File: src/rtl/inst_decode_queue.sv
// Decode-stage instruction queue: buffers fetched {pc, inst} pairs and presents
// up to ISSUE_WIDTH decoded head entries per cycle, keeping branch + delay slot together.
//
// Ports:
//   clk, resetn (sync, active low), flush
//   in_valid/in_count/in_pc/in_inst  -> push side, in_ready from registered occupancy
//   out_valid/out_pc/out_inst_d      -> head entries, contiguous valid from slot 0
//   out_accept                       -> entries consumed this cycle
//   q_count                          -> current occupancy

package idq_pkg;

    localparam logic [2:0] BR_NONE  = 3'd0;
    localparam logic [2:0] BR_BEQ   = 3'd1;
    localparam logic [2:0] BR_BNE   = 3'd2;
    localparam logic [2:0] BR_J     = 3'd3;
    localparam logic [2:0] BR_JAL   = 3'd4;
    localparam logic [2:0] BR_JR    = 3'd5;
    localparam logic [2:0] BR_JALR  = 3'd6;
    localparam logic [2:0] BR_OTHER = 3'd7;

    localparam logic [3:0] ALU_ADD  = 4'd0;
    localparam logic [3:0] ALU_SUB  = 4'd1;
    localparam logic [3:0] ALU_AND  = 4'd2;
    localparam logic [3:0] ALU_OR   = 4'd3;
    localparam logic [3:0] ALU_XOR  = 4'd4;
    localparam logic [3:0] ALU_NOR  = 4'd5;
    localparam logic [3:0] ALU_SLT  = 4'd6;
    localparam logic [3:0] ALU_SLTU = 4'd7;
    localparam logic [3:0] ALU_SLL  = 4'd8;
    localparam logic [3:0] ALU_SRL  = 4'd9;
    localparam logic [3:0] ALU_SRA  = 4'd10;
    localparam logic [3:0] ALU_LUI  = 4'd11;

    typedef struct packed {
        logic [4:0]  rs;
        logic [4:0]  rt;
        logic [4:0]  rd;
        logic        wr_en;
        logic [31:0] imm;
        logic [3:0]  alu_op;
        logic [2:0]  br_op;
        logic        is_load;
        logic        is_store;
        logic        inst_invalid;
    } decoded_inst_t;

endpackage

// Single-instruction decoder (MIPS32 integer subset), purely combinational.
module idq_decoder
    import idq_pkg::*;
(
    input  logic [31:0]   inst,
    output decoded_inst_t dec
);

    logic [5:0]  op;
    logic [5:0]  fn;
    logic [31:0] simm;
    logic [31:0] zimm;

    always_comb begin
        op   = inst[31:26];
        fn   = inst[5:0];
        simm = {{16{inst[15]}}, inst[15:0]};
        zimm = {16'b0, inst[15:0]};
        dec  = '0;
        dec.rs = inst[25:21];
        dec.rt = inst[20:16];
        case (op)
            6'h00: begin
                dec.rd    = inst[15:11];
                dec.wr_en = 1'b1;
                case (fn)
                    6'h00: begin dec.alu_op = ALU_SLL; dec.imm = {27'b0, inst[10:6]}; end
                    6'h02: begin dec.alu_op = ALU_SRL; dec.imm = {27'b0, inst[10:6]}; end
                    6'h03: begin dec.alu_op = ALU_SRA; dec.imm = {27'b0, inst[10:6]}; end
                    6'h08: begin dec.br_op = BR_JR; dec.wr_en = 1'b0; end
                    6'h09: dec.br_op  = BR_JALR;
                    6'h21: dec.alu_op = ALU_ADD;
                    6'h23: dec.alu_op = ALU_SUB;
                    6'h24: dec.alu_op = ALU_AND;
                    6'h25: dec.alu_op = ALU_OR;
                    6'h26: dec.alu_op = ALU_XOR;
                    6'h27: dec.alu_op = ALU_NOR;
                    6'h2a: dec.alu_op = ALU_SLT;
                    6'h2b: dec.alu_op = ALU_SLTU;
                    default: begin
                        dec.wr_en        = 1'b0;
                        dec.inst_invalid = 1'b1;
                    end
                endcase
            end
            6'h01: begin
                dec.imm = simm;
                if (inst[20:17] == 4'b0) dec.br_op = BR_OTHER;
                else dec.inst_invalid = 1'b1;
            end
            6'h02: begin dec.br_op = BR_J; dec.imm = {4'b0, inst[25:0], 2'b0}; end
            6'h03: begin
                dec.br_op = BR_JAL;
                dec.imm   = {4'b0, inst[25:0], 2'b0};
                dec.wr_en = 1'b1;
                dec.rd    = 5'd31;
            end
            6'h04: begin dec.br_op = BR_BEQ;   dec.imm = simm; end
            6'h05: begin dec.br_op = BR_BNE;   dec.imm = simm; end
            6'h06: begin dec.br_op = BR_OTHER; dec.imm = simm; end
            6'h07: begin dec.br_op = BR_OTHER; dec.imm = simm; end
            6'h09: begin dec.alu_op = ALU_ADD;  dec.imm = simm; dec.wr_en = 1'b1; dec.rd = inst[20:16]; end
            6'h0a: begin dec.alu_op = ALU_SLT;  dec.imm = simm; dec.wr_en = 1'b1; dec.rd = inst[20:16]; end
            6'h0b: begin dec.alu_op = ALU_SLTU; dec.imm = simm; dec.wr_en = 1'b1; dec.rd = inst[20:16]; end
            6'h0c: begin dec.alu_op = ALU_AND;  dec.imm = zimm; dec.wr_en = 1'b1; dec.rd = inst[20:16]; end
            6'h0d: begin dec.alu_op = ALU_OR;   dec.imm = zimm; dec.wr_en = 1'b1; dec.rd = inst[20:16]; end
            6'h0e: begin dec.alu_op = ALU_XOR;  dec.imm = zimm; dec.wr_en = 1'b1; dec.rd = inst[20:16]; end
            6'h0f: begin
                dec.alu_op = ALU_LUI;
                dec.imm    = {inst[15:0], 16'b0};
                dec.wr_en  = 1'b1;
                dec.rd     = inst[20:16];
            end
            6'h23: begin dec.is_load = 1'b1; dec.imm = simm; dec.wr_en = 1'b1; dec.rd = inst[20:16]; end
            6'h2b: begin dec.is_store = 1'b1; dec.imm = simm; end
            default: dec.inst_invalid = 1'b1;
        endcase
    end

endmodule

module inst_decode_queue
    import idq_pkg::*;
#(
    parameter int FETCH_WIDTH = 2,
    parameter int ISSUE_WIDTH = 2,
    parameter int DEPTH       = 8,
    parameter int PAIR_DSLOT  = 1,
    localparam int CW = $clog2(FETCH_WIDTH + 1),
    localparam int AW = $clog2(ISSUE_WIDTH + 1),
    localparam int QW = $clog2(DEPTH + 1)
) (
    input  logic                                 clk,
    input  logic                                 resetn,
    input  logic                                 flush,
    input  logic                                 in_valid,
    input  logic [CW-1:0]                        in_count,
    input  logic [FETCH_WIDTH-1:0][31:0]         in_pc,
    input  logic [FETCH_WIDTH-1:0][31:0]         in_inst,
    output logic                                 in_ready,
    output logic [ISSUE_WIDTH-1:0]               out_valid,
    output logic [ISSUE_WIDTH-1:0][31:0]         out_pc,
    output decoded_inst_t [ISSUE_WIDTH-1:0]      out_inst_d,
    input  logic [AW-1:0]                        out_accept,
    output logic [QW-1:0]                        q_count
);

    localparam int PW = $clog2(DEPTH);
    localparam logic [QW-1:0] READY_MAX = QW'(DEPTH - FETCH_WIDTH);
    localparam bit PAIR_EN = (PAIR_DSLOT != 0) && (ISSUE_WIDTH > 1);

    logic [31:0]   pc_q   [DEPTH];
    logic [31:0]   pc_d   [DEPTH];
    logic [31:0]   inst_q [DEPTH];
    logic [31:0]   inst_d [DEPTH];
    logic [PW-1:0] rd_ptr_q, rd_ptr_d;
    logic [PW-1:0] wr_ptr_q, wr_ptr_d;
    logic [QW-1:0] count_q, count_d;

    logic                   push;
    logic [ISSUE_WIDTH-1:0] raw_valid;
    logic [ISSUE_WIDTH-1:0] last_slot;
    logic [ISSUE_WIDTH-1:0] is_br;
    logic [ISSUE_WIDTH-1:0][31:0] head_inst;
    logic [AW-1:0]          n_valid;

    assign in_ready = (count_q <= READY_MAX);
    assign push     = in_valid & in_ready & ~flush;
    assign q_count  = count_q;

    always_comb begin
        pc_d   = pc_q;
        inst_d = inst_q;
        for (int i = 0; i < FETCH_WIDTH; i++) begin
            if (push && (i < int'(in_count))) begin
                pc_d[wr_ptr_q + PW'(i)]   = in_pc[i];
                inst_d[wr_ptr_q + PW'(i)] = in_inst[i];
            end
        end
    end

    always_comb begin
        rd_ptr_d = rd_ptr_q + PW'(out_accept);
        wr_ptr_d = wr_ptr_q + (push ? PW'(in_count) : '0);
        count_d  = count_q + (push ? QW'(in_count) : '0) - QW'(out_accept);
        if (flush) begin
            rd_ptr_d = '0;
            wr_ptr_d = '0;
            count_d  = '0;
        end
    end

    always_ff @(posedge clk) begin
        if (!resetn) begin
            rd_ptr_q <= '0;
            wr_ptr_q <= '0;
            count_q  <= '0;
        end else begin
            rd_ptr_q <= rd_ptr_d;
            wr_ptr_q <= wr_ptr_d;
            count_q  <= count_d;
        end
    end

    // Storage is never reset; count alone qualifies which entries are live.
    always_ff @(posedge clk) begin
        pc_q   <= pc_d;
        inst_q <= inst_d;
    end

    always_comb begin
        for (int i = 0; i < ISSUE_WIDTH; i++) begin
            out_pc[i]    = pc_q[rd_ptr_q + PW'(i)];
            head_inst[i] = inst_q[rd_ptr_q + PW'(i)];
            raw_valid[i] = (QW'(i) < count_q);
        end
    end

    for (genvar g = 0; g < ISSUE_WIDTH; g++) begin : g_dec
        idq_decoder u_dec (
            .inst (head_inst[g]),
            .dec  (out_inst_d[g])
        );
        assign is_br[g] = (out_inst_d[g].br_op != BR_NONE);
    end

    // A branch in the last presented slot has its delay slot outside the
    // issue window, so hold it back until both can leave together.
    assign last_slot = raw_valid & ~(raw_valid >> 1);

    always_comb begin
        out_valid = raw_valid;
        if (PAIR_EN) out_valid = raw_valid & ~(last_slot & is_br);
        n_valid = '0;
        for (int i = 0; i < ISSUE_WIDTH; i++) begin
            n_valid = n_valid + AW'(out_valid[i]);
        end
    end

    accept_in_range: assert property (
        @(posedge clk) disable iff (!resetn || flush)
        out_accept <= n_valid
    );

endmodule

File: config.mk
export PLATFORM = sky130hd
export DESIGN_NAME = inst_decode_queue
export DESIGN_NICKNAME = d
export VERILOG_FILES = /design/src/rtl/inst_decode_queue.sv
export SDC_FILE = /design/constraint.sdc
export NUM_CORES = 2
export LEC_CHECK = 0
export CORE_ASPECT_RATIO = 1.4
export CORE_MARGIN = 8
export CORE_UTILIZATION = 51
export DETAILED_ROUTE_END_ITERATION = 7
export PLACE_DENSITY_LB_ADDON = 0.05
export RECOVER_POWER = 100
export SLEW_MARGIN = 10
export SYNTH_ARGS = -nofsm -noshare
export SYNTH_HDL_FRONTEND = slang
export SYNTH_SLANG_ARGS = --single-unit
File: constraint.sdc
create_clock -name clk -period 5.3 [get_ports clk]
set_input_delay 1.325 -clock clk [delete_from_list [all_inputs] [get_ports clk]]
set_output_delay 1.325 -clock clk [all_outputs]
set_load 0.05 [all_outputs]
### Word level (Yosys, flattened, before mapping)

Cells that the tools add are included.

* output and inout port bits: 187
* register bits: 522
* bits in latches: 0
* memories kept: 0
* input port bits: 136
* ROM bits: 0
* logic and storage cells: 190
* RAM bits: 0

* multiply operators: 0
* muxes and demuxes: 54
* magnitude comparators: 11
* shift-type cells: 0
* add/subtract/negate cells: 6
* eq/ne operators: 56
* bitwise gates (word level): 13
* div/mod/pow operators: 0
* reductions and logical operators: 31

Operators with widths (count)
* 256-bit bitwise mux: 4
* 256-bit two-way mux: 4
* 32-bit binary-select mux with 3-bit select: 4
* 32-bit two-way mux: 10
* 32-bit one-hot mux with 5 select lines: 2
* 32-bit demux with 3-bit select: 2
* 6-bit == test (second input constant): 20
* 6-bit by 4-bit == test with 1-bit output (second input constant): 18
* 4-bit one-hot mux with 10 select lines: 2
* 4-bit one-hot mux with 7 select lines: 2
* 6-bit by 2-bit == test with 1-bit output (second input constant): 8
* 6-bit by 3-bit == test with 1-bit output (second input constant): 8
* 3-bit one-hot mux with 7 select lines: 2
* 6-bit one-hot mux with 3 select lines: 2
* 15-bit OR reduction: 2
* 13-bit OR reduction: 2
* 6-bit logical NOT: 4
* 12-bit OR reduction: 2
* 10-bit OR reduction: 2
* 4-bit greater-or-equal comparator (second input constant): 4
* 3-bit NOT with 4-bit output: 4
* 8-bit OR reduction: 2
* 6-bit by 1-bit == test with 1-bit output (second input constant): 2
* 3-bit one-hot mux with 2 select lines: 2
* other kinds (23): 57

### Logic depth before layout (Yosys ltp)

* depth after elaboration: 12
* mapped depth: 12
* depth with buffers taken out: 12

### By module

From an unflattened synthesis, not the netlist that was laid out.

* cells, all modules: 4649
* area, all modules: 39679.3 um2

By module, submodules not included
* inst_decode_queue: area an instance 37324.5 um2, cells each 4311, seq. area each 10450.0 um2, times used 1
* idq_decoder: area an instance 1177.4 um2, cells each 169, seq. area each 0.0 um2, times used 2

### Worst setup path after synthesis

No wires, ideal clock.

* kind: flip-flop to output port
* start point: register rd_ptr_q[2]
* end point: output port out_valid[0]
* cell stages (with the launch flop): 12
* data required time: 3975 ps
* data arrival time: 4539 ps
* buffers on the path: 4
* slack: -564 ps
* cell sequence: dfxtp_1 -> buf_2 -> buf_2 -> buf_2 -> buf_2 -> mux4_2 -> mux2i_1 -> nand2_1 -> nor3_1 -> a21oi_1 -> o21ai_0 -> o21ai_0

RTL lines
* start, declared: RTL line 165 `logic [PW-1:0] rd_ptr_q, rd_ptr_d;`
* start signal, assigned: RTL line 208 `rd_ptr_q <= rd_ptr_d;`
* end, declared: RTL line 150 `output logic [ISSUE_WIDTH-1:0] out_valid,`

==> results_dict.tcl <==
set metrics [dict create \
    status "complete, but fails checks" \
    violations "capacitance limit, slew limit" \
    rsz0062_at_grt "no" \
    final_antenna_net_count 0 \
    highest_layer "met5" \
    dp_cells 4147 \
    synth_nets 3454 \
    synth.largest_area_cell "dfxtp_1" \
    synth_ff_type "dfxtp_1" \
    critPathMaxFanout 34 \
    routedWlPerCell_um 26.03 \
    wl_met2_um 54850 \
    holdPathEnd "inst_q[103]" \
    vdd_drop_max_uv 280.8 \
    grt_pass1_wl_um 167100 \
    critPathMaxStageDelay_ns 1.95 \
    ys_seq_area_frac 0.3336 \
    hold_buffers 0 \
    fmax_mhz 193.7 \
    grt_pass1_vias 27070 \
    hold_viol_final 0 \
    min_path_cells 2 \
    final-max-slew-violation-count 428 \
    async_flop_share 0 \
    final_util 0.6240 \
    drt_iter0_markers 2247 \
    yosysWarnings 0 \
    drt-total-wl_um 111300 \
    dieHeight_um 309.2 \
    end_kind "flop" \
    yosysUniqueCellTypes 64 \
    dieArea_mm2 0.06972 \
    min_path_type "reg2reg" \
    dieWidth_um 225.5 \
    layout.cells.non_filler 4276 \
    clockBufferDepth 3 \
    boundaryPins 323 \
    antenna_found_initial 17 \
    worstRegToRegCells 8 \
    drc 0 \
    fin_nets 3557 \
    ys_ff_latch 522 \
    start_util 0.5154 \
    finalWorstSetupSlack_ns 0.1367 \
    row_count 107 \
    gp_congestion 0.9811 \
    slew-limit-headroom -1.069 \
    synthTopCellsByArea "dfxtp_1 33%, mux2i_1 18%, mux4_2 18%" \
    max_cap_violations 11 \
    cp-start-kind "input port" \
    cts_sinks 522 \
    grt_use_total 0.3084 \
    cp_slowest_cell "nand2_1" \
    grt_overflow 0 \
    setup_viol 0 \
    crit_arrival_ns 5.62 \
    grt_max_degree 115 \
    worst_slew_pin_slew_ns 3.104 \
    numCtsBuffers 53 \
    clk_pin_slew_ns 0.06 \
    worst_clock_skew_ns 0.02781 \
    synth_edf_count 0 \
    post-place-ws_ns 0.2380 \
    crit_chain "dlygate4sd3_1 -> and3b_1 -> o211a_1 -> nand2_1 -> clkbuf_4 -> mux2i_1 -> a21oi_1" \
    synthCells 3304 \
    cts_tree "yes" \
    firstDrtPassIters 8 \
    worstSetupPathType "in2reg" \
    synth_top_area_frac 0.3336 \
    min-delay-start "inst_q[103]" \
    cts_root_buffer "clkbuf_16" \
    viasPerCell 6.240 \
    coreArea_mm2 0.06078 \
    r2r_slack_ns 0.66 \
    wl_met3_um 8187 \
    vias 26680 \
    critPathRequiredTime_ns 5.75 \
    period_share 0.9742 \
    fin_crit_ns 5.163 \
    r2r_start "q_count[0]" \
    leakagePower_nw 15.20 \
    ctsHtreeMaxLevel 2 \
    area_delta_synth_final_pct 21.08 \
    drive_gt1_frac 0.1937 \
    power.density_mw_per_mm2 403.4 \
    r2r_end "pc_q[161]" \
    syn_avg_cell_area_um2 9.481 \
    insertion_delay_ns 0.62 \
    met1_length_um 43050 \
    dp_hpwl_um 71190 \
    port_buffers 322 \
    syn_area_mm2 0.03133 \
]
-- worst max path at each step --
stage,startpoint,depth (start not counted),end
floorplan,rd_ptr_q[2],11,out_valid[0]
global placement,rd_ptr_q[0],11,out_inst_d[42]
detailed placement,rd_ptr_q[0],9,out_inst_d[71]
CTS,rd_ptr_q[1],11,out_inst_d[58]
global route,rd_ptr_q[2],8,out_inst_d[12]
finish,flush,7,pc_q[161]
-- worst max-delay path: cells and delay by family --
kind,cells,cell delay (ns)
buffers and inverters,2,1.49
and+or+nand+nor,2,2.20
AOI/OAI and AO/OA,2,0.30
muxes,1,0.25
-- synthesized netlist by cell type (6+ instances only) --
master    instances
mux4_2          251
clkbuf_1        225
a21oi_1         271
o221ai_1         30
nand2b_1         12
nand3_1          19
or3_1             7
and2_1           10
mux2i_1         578
clkbuf_2         62
o211ai_1          9
o21ai_0         280
buf_4             6
dfxtp_1         522
mux2_2           46
buf_2            50
nor3b_1           9
inv_1            34
nand2_1         401
ha_1             10
nor3_1           14
buf_1            47
o22ai_1          32
nor2b_1           9
nor2_1          300
-- registers in the layout, summed over array words and instances (netlist names) --
| name | flops |
|---|---|
| wr_ptr_q | 3 |
| inst_q | 256 |
| rd_ptr_q | 3 |
| q_count | 4 |
| pc_q | 256 |
-- cells in the final DEF, fill, tap and decap left out, types with 5 or more instances in the layout --
cell               n
clkbuf_2          10
buf_4            119
o21ai_1            5
nand2b_1          11
nand2_1          398
dfxtp_1          519
buf_12           108
o21ai_0          275
inv_1             33
clkbuf_1          18
mux4_2           251
mux2i_1          575
clkbuf_16         56
nor2_1           299
nor3b_1            8
o211ai_1           9
or3_1              6
dlygate4sd3_1      6
o22ai_1           32
and2_1            10
clkinv_2          10
nor3_1            12
clkdlybuf4s50_1  176
o221ai_1          27
nand3_1           16
mux2_2            46
a21oi_1          270
ha_1               9
clkbuf_8           7
nand3b_1           5
diode_2           15
nor2b_1            8
-- per-stage QoR --
| step | power, mW | hold WS [ns] | cell area, um2 | setup TNS (ns) |
|---|---|---|---|---|
| 5_1_grt | 15.89 | 0.5691 | 37910 | 0 |
| 6_report | 15.30 | 0.5504 | 37930 | 0 |
| 4_1_cts | 15.30 | 0.5528 | 37930 | 0 |
| 3_3_place_gp | 11.38 | 0.5280 | 35960 | 0 |
| 2_1_floorplan | 8.843 | 0.5124 | 31340 | -0.02027 |
| 3_5_place_dp | 11.51 | 0.5434 | 35960 | 0 |
-- cell type report --
class	count	area, um2
fill	5180	22850
antenna	15	37.54
timing repair buffer	439	5296
clock inverter	16	186.4
inverter	34	131.4
tap	817	1022
clock buffer	76	1504
multi-input combinational	2357	19290
sequential	522	10460
-- cell families after synthesis --
family,after synthesis,share of synthesized area
simple gates,803,0.1040
xor+xnor,10,0.003635
buf+inv,425,0.05636
mux,876,0.3821
fa+ha+maj,14,0.006551
compound gates,654,0.1138
flops,522,0.3336
-- repair_timing --
| item | CTS | global route |
|---|---|---|
| gates cloned | 4 | 2 |
| gates resized for setup | 14 | 17 |
| setup buffers | 9 | 7 |
| setup endpoints to repair | 69 | 42 |
| pin swaps | 2 | 1 |
-- power breakdown --
group          leakage, nW  switching, mW  internal [mW]
logic                 10.1           3.84           2.80
clock network        0.831           1.63           2.11
registers             4.28          0.434           4.48
-- layer usage --
metal  vias up  global-route usage
met4         8              0.1485
li1      12120                   -
met3       266             0.06010
met2      1164              0.5351
met5         -                   0
met1     13130              0.3629
(Power assumes the default switching activity.)
